<file path="config.mk">
export PLATFORM = sky130hd
export DESIGN_NAME = serial_word_collector
export DESIGN_NICKNAME = d
export VERILOG_FILES = /design/src/rtl/serial_word_collector_pkg.sv /design/src/rtl/frame_stability_counter.sv /design/src/rtl/serial_word_collector.sv
export SDC_FILE = /design/constraint.sdc
export NUM_CORES = 1
export LEC_CHECK = 0
export CAP_MARGIN = 5
export CORE_ASPECT_RATIO = 0.8
export CORE_MARGIN = 5
export CORE_UTILIZATION = 48
export DETAILED_ROUTE_END_ITERATION = 8
export PLACE_DENSITY = 0.74
export SETUP_SLACK_MARGIN = 0.15
export SLEW_MARGIN = 20
export SYNTH_ARGS = -nofsm -noshare
export SYNTH_HDL_FRONTEND = slang
export SYNTH_SLANG_ARGS = --single-unit
</file>
<file path="constraint.sdc">
create_clock -name clk -period 1.45 [get_ports clk]
set_input_delay 0.29 -clock clk [delete_from_list [all_inputs] [get_ports clk]]
set_output_delay 0.29 -clock clk [all_outputs]
set_load 0.02 [all_outputs]
</file>
<file path="src/rtl/serial_word_collector_pkg.sv">
// Shared constants and state encoding for the 8-slot serial switch link.
package serial_word_collector_pkg;
  localparam int LINK_WIDTH = 8;
  localparam int LINK_SEL_W = $clog2(LINK_WIDTH);

  typedef enum logic {HUNT, COLLECT} state_t;
endpackage

</file>
<file path="src/rtl/frame_stability_counter.sv">
// Counts consecutive identical complete frames; word_stable is registered alongside word.
module frame_stability_counter #(
  parameter int STABLE_FRAMES = 2
) (
  input  logic       clk,
  input  logic       rst,
  input  logic       frame_done,
  input  logic       same,
  input  logic       err,
  output logic [3:0] count,
  output logic       stable
);
  logic [3:0] count_nxt;

  always_comb begin
    count_nxt = count;
    if (err)
      count_nxt = '0;
    else if (frame_done)
      count_nxt = !same ? 4'd1 :
                  (count >= 4'(STABLE_FRAMES)) ? count : count + 4'd1;
  end

  always_ff @(posedge clk or posedge rst) begin
    if (rst) begin
      count  <= '0;
      stable <= 1'b0;
    end else begin
      count  <= count_nxt;
      stable <= (count_nxt >= 4'(STABLE_FRAMES));
    end
  end
endmodule

</file>
<file path="src/rtl/serial_word_collector.sv">
// Reassembles one WIDTH-bit word per frame from the slot-multiplexed serial bit and
// flags slot-sequence violations.
module serial_word_collector
  import serial_word_collector_pkg::*;
#(
  parameter int WIDTH         = LINK_WIDTH,
  parameter int SEL_W         = LINK_SEL_W,
  parameter int STABLE_FRAMES = 2
) (
  input  logic             clk,
  input  logic             rst,
  input  logic             sdata,
  input  logic [SEL_W-1:0] slot,
  input  logic             slot_en,
  output logic [WIDTH-1:0] word,
  output logic             word_valid,
  output logic             word_stable,
  output logic             frame_err
);
  state_t           state;
  logic [SEL_W-1:0] expected;
  logic [WIDTH-1:0] asm_q;
  logic [WIDTH-1:0] full_word;
  logic             frame_done;
  logic             seq_err;
  logic [3:0]       stable_count;

  // Completed word includes the bit being sampled on the closing edge.
  always_comb begin
    full_word            = asm_q;
    full_word[WIDTH-1]   = sdata;
  end

  assign frame_done = slot_en && (state == COLLECT) && (slot == expected) &&
                      (slot == SEL_W'(WIDTH-1));
  assign seq_err    = slot_en && (state == COLLECT) && (slot != expected);

  always_ff @(posedge clk or posedge rst) begin
    if (rst) begin
      state      <= HUNT;
      expected   <= '0;
      asm_q      <= '0;
      word       <= '0;
      word_valid <= 1'b0;
      frame_err  <= 1'b0;
    end else begin
      word_valid <= 1'b0;
      frame_err  <= 1'b0;
      if (slot_en) begin
        case (state)
          HUNT: begin
            if (slot == '0) begin
              asm_q    <= {{(WIDTH-1){1'b0}}, sdata};
              expected <= SEL_W'(1);
              state    <= COLLECT;
            end
          end
          COLLECT: begin
            if (slot == expected) begin
              asm_q[slot] <= sdata;
              if (frame_done) begin
                word       <= full_word;
                word_valid <= 1'b1;
                expected   <= '0;
                state      <= HUNT;
              end else begin
                expected <= expected + 1'b1;
              end
            end else begin
              frame_err <= 1'b1;
              // A stray slot 0 is taken as the start of a fresh frame.
              if (slot == '0) begin
                asm_q    <= {{(WIDTH-1){1'b0}}, sdata};
                expected <= SEL_W'(1);
              end else begin
                asm_q    <= '0;
                expected <= '0;
                state    <= HUNT;
              end
            end
          end
          default: state <= HUNT;
        endcase
      end
    end
  end

  frame_stability_counter #(.STABLE_FRAMES(STABLE_FRAMES)) u_stab (
    .clk        (clk),
    .rst        (rst),
    .frame_done (frame_done),
    .same       (full_word == word),
    .err        (seq_err),
    .count      (stable_count),
    .stable     (word_stable)
  );

  count_bounded: assert property (@(posedge clk) disable iff (rst)
    stable_count <= 4'(STABLE_FRAMES));
endmodule

</file>
==> implementation parameters <==
Parameter                              Value

Synth
  Area contributors post-synth    sky130_fd_sc_hd__dfrtp_1 (48%), sky130_fd_sc_hd__nand2_1 (9.6%), sky130_fd_sc_hd__xnor2_1 (5.8%)
  Syn. warnings    0
  Unique cell type count in the Yosys netlist    36
  Mean area per synthesized cell    9.28 um2
  Net count of the mapped netlist    157
  Proportion of synthesized chip area in sequential cells    0.477
  Area fraction of the dominant cell type after synthesis    0.477
  Yosys top cell by area    sky130_fd_sc_hd__dfrtp_1
  Total of flip-flops plus latches after synthesis    26
  Cell count after synthesis    147
  Post-Synthesis Cell Area    1360 um2

Detailed routing
  Total vias in the final route    1184
  Remaining design rule violation count    0
  Number of DRC violations after detailed-routing iteration 0    81
  Remaining antenna violation count after routing    0
  Detail-routed net length per standard cell    13.4 um
  Detail-routed via count per cell    5.17
  Total iterations of the first detailed-routing run    4
  Post-Route WL    3060 um

Clocking
  # hold bufs at CTS    0
  Deepest clock path buffer count    2
  Clock Pin Slew Worst Setup and Hold Paths    0.12 ns
  Clock tree from TritonCTS    done
  Number of buffers created by CTS    3
  Deepest level of the CTS H-tree    1
  Num Clock Sinks    26
  Skew-Pair Late Insertion Delay    0.31 ns
  Root buf cell    sky130_fd_sc_hd__clkbuf_4

Power
  Power per cell area    740 nW/um2
  Cell internal power dissipation    0.987 mW
  Static leakage    0.904 nW
  Share of power burned in the clock network    0.213
  Switching share of power    0.265
  Switching power    0.356 mW
  Fraction of power consumed by combinational cells    0.205
  Power share of the sequential group    0.582
  Largest voltage drop on the vdd net    0.639 mV
  Total power    1.34 mW

Layout
  Final net count    203
  Antenna cells    0
  Share of cells above drive strength 1    0.330
  Commonest non-fill, non-tap cell in the layout    sky130_fd_sc_hd__nand2_1
  Number of fill cells in the layout    233
  Post-route standard cell area excluding fillers    1820 um2
  Final standard cell utilization of the core    0.662
  Most frequent cells in the layout    sky130_fd_sc_hd__nand2_1 (33), sky130_fd_sc_hd__buf_4 (26), sky130_fd_sc_hd__dfrtp_1 (25)
  Multi-input combinational cell area    732 um2
  Total area of sequential cells    652 um2
  Growth of design area from synthesis to finish    33.1%

Global route
  GR Util All Layers    0.162
  Aggregate global routing overflow    0
  First-pass GRT wire length    5290 um
  Largest net degree at the start of global routing    27
  Number of antenna violations at the first check in global routing    0
  Vias in the first global route    1226

Worst setup path
  Peak per-stage delay on the critical path    0.44 ns
  Worst R2R Start    expected[0]$_DFFE_PP0P_
  RR Endpoint    u_stab.count[3]$_DFF_PP0_
  Kind of capture point of the worst setup path    flop
  Arrival time of data at the critical path endpoint    1.66 ns
  Element type at the critical path start    flop
  Count of buffering cells on the critical path with inverters included    0
  Required arrival time at the worst endpoint    1.67 ns
  Maximum fanout along the worst path    6
  Critical Setup Path Class    flop to flop
  Ordered list of cells on the worst path    xnor2_2 -> nand3_2 -> nand2b_4 -> o21a_4 -> and2_4
  Worst path slowest cell    sky130_fd_sc_hd__dfrtp_1
  Worst reg-to-reg setup slack    0.008 ns
  Worst reg-to-reg path cell count    5
  Crit-path leading delay family    simple AND/OR/NAND/NOR gates

Placed design
  Gpl congestion    0.821
  Area after detailed placement    1730 um2
  Port buffer count    17
  HPWL after DPL    2190 um

Timing
  Relative slew margins    0.780
  Final setup violation count    0
  Layout Skew    0.00252 ns
  Worst hold margin    0.320 ns
  Number of endpoints with negative hold slack in the final report    0
  Time the worst path needs with I/O delays and setup    1.44 ns
  Final Max Tran Viols    0
  Final period util    0.995
  Transition time of the tightest slew-check pin    0.330 ns
  Highest attainable clock frequency    0.693 GHz
  RSZ-0062 raised after global routing    yes

Job
  Max-cap violation count    0

Die
  Die area    4010 um2
  Area of the core    2740 um2
  Die Y-Extent    57.7 um
  Die outline width    69.6 um
  Total I/O pin count    18
  Initial core utilization    0.497
  Floorplan row count    17

Run status
  Status    finished clean

Hold path
  Path category of the worst min-delay check    input pin to asynchronous set/reset pin
==> metrics by stage <==
stage	cells	worst slack [ns]	TNS [ns]
5_1_grt	229	-0.0949	-0.869
4_1_cts	225	-0.0152	-0.0355
3_3_place_gp	220	-0.387	-7.90
3_5_place_dp	220	-0.482	-9.22
6_report	229	0.00778	0
2_1_floorplan	147	0.135	0
==> area by class of cell <==
cell class / instances / area share
clock buffer: 3 / 0.0124
inverter: 5 / 0.0103
multi-input combinational: 111 / 0.403
sequential: 26 / 0.359
tap: 38 / 0.0262
timing repair buffer: 46 / 0.189
==> state kept, by name, summed over array words and instances, names as in the netlist <==
register / cells
asm_q: 7
u_stab.count: 4
frame_err: 1
u_stab.stable: 1
state: 1
expected: 3
word_valid: 1
word: 8
==> cell usage after synthesis <==
| cell type | n |
|---|---|
| sky130_fd_sc_hd__nand2b_4 | 1 |
| sky130_fd_sc_hd__o31ai_1 | 1 |
| sky130_fd_sc_hd__a41oi_1 | 1 |
| sky130_fd_sc_hd__nand3_2 | 1 |
| sky130_fd_sc_hd__o41a_1 | 1 |
| sky130_fd_sc_hd__and2_1 | 2 |
| sky130_fd_sc_hd__nand2b_1 | 3 |
| sky130_fd_sc_hd__buf_2 | 3 |
| sky130_fd_sc_hd__clkbuf_1 | 1 |
| sky130_fd_sc_hd__o21a_1 | 3 |
| sky130_fd_sc_hd__a31oi_1 | 1 |
| sky130_fd_sc_hd__inv_2 | 1 |
| sky130_fd_sc_hd__o21ai_1 | 1 |
| sky130_fd_sc_hd__nor3_1 | 3 |
| sky130_fd_sc_hd__nor2_1 | 10 |
| sky130_fd_sc_hd__nand4_1 | 2 |
| sky130_fd_sc_hd__buf_6 | 1 |
| sky130_fd_sc_hd__ha_1 | 3 |
| sky130_fd_sc_hd__a311oi_2 | 1 |
| sky130_fd_sc_hd__a22o_1 | 1 |
| sky130_fd_sc_hd__nor2b_1 | 1 |
| sky130_fd_sc_hd__mux2i_1 | 1 |
| sky130_fd_sc_hd__o211a_1 | 1 |
| sky130_fd_sc_hd__nor3_2 | 2 |
| sky130_fd_sc_hd__nor2_2 | 1 |
| sky130_fd_sc_hd__a21oi_1 | 9 |
| sky130_fd_sc_hd__inv_1 | 4 |
| sky130_fd_sc_hd__o21ai_0 | 8 |
| sky130_fd_sc_hd__xnor2_2 | 2 |
| sky130_fd_sc_hd__nand3_1 | 4 |
| sky130_fd_sc_hd__nor3b_1 | 1 |
| sky130_fd_sc_hd__dfrtp_1 | 26 |
| sky130_fd_sc_hd__a21o_1 | 1 |
| sky130_fd_sc_hd__nand2_1 | 35 |
| sky130_fd_sc_hd__or2_1 | 1 |
| sky130_fd_sc_hd__xnor2_1 | 9 |
==> power by group through the flow <==
stage | registers, mW | clock network (mW) | logic [mW]
after floorplan | 0.798 | 0 | 0.135
after global placement | 0.793 | 0 | 0.230
after detailed placement | 0.794 | 0 | 0.237
after CTS | 0.781 | 0.297 | 0.250
after global routing | 0.786 | 0.344 | 0.305
final | 0.781 | 0.287 | 0.275
==> worst reg2reg max path: cells and delay by family (launching register included) <==
| family | cells | cell delay, ns |
|---|---|---|
| AND/OR/NAND/NOR | 3 | 0.49 |
| flip-flops | 1 | 0.44 |
| AO/OA/AOI/OAI | 1 | 0.23 |
| XOR/XNOR | 1 | 0.20 |
==> worst max path at each step <==
stage / from / end / slack [ns] / cells after the start
after floorplan: expected[1]$_DFFE_PP0P_ / u_stab.count[3]$_DFF_PP0_ / 0.13 / 5
after global placement: slot[2] / u_stab.count[3]$_DFF_PP0_ / -0.39 / 6
after detailed placement: slot[2] / u_stab.count[1]$_DFF_PP0_ / -0.48 / 7
after CTS: expected[0]$_DFFE_PP0P_ / u_stab.count[3]$_DFF_PP0_ / -0.02 / 5
after global routing: expected[0]$_DFFE_PP0P_ / u_stab.count[1]$_DFF_PP0_ / -0.09 / 6
final: expected[0]$_DFFE_PP0P_ / u_stab.count[3]$_DFF_PP0_ / 0.008 / 5
==> timing repair <==
| item | in CTS | in global routing |
|---|---|---|
| cloned | 0 | 0 |
| buffers inserted | 2 | 4 |
| setup endpoints to repair | 35 | 31 |
| pin swaps | 7 | 2 |
| gates resized for setup | 43 | 19 |
==> metal layers <==
metal | vias to the layer above | GRT usage | routed length [um]
li1 | 582 | - | -
met1 | 577 | 0.190 | 1320
met2 | 23 | 0.296 | 1570
met3 | 2 | 0.0485 | 154
met4 | 0 | 0.0362 | 11
met5 | - | 0 | 0
==> cell families (layout without fill, tap and decap cells) <==
kind of cell | after synthesis | in the layout | synth area share
multiplexers | 1 | 1 | 0.00734
XOR/XNOR | 11 | 11 | 0.0817
adder cells (fa/ha/maj) | 3 | 3 | 0.0275
AND/OR/NAND/NOR | 67 | 67 | 0.233
AO/OA/AOI/OAI | 29 | 29 | 0.138
buffers and inverters | 10 | 54 | 0.0358
flip-flops | 26 | 26 | 0.477
Note: power is estimated with default switching activity, not from simulation.
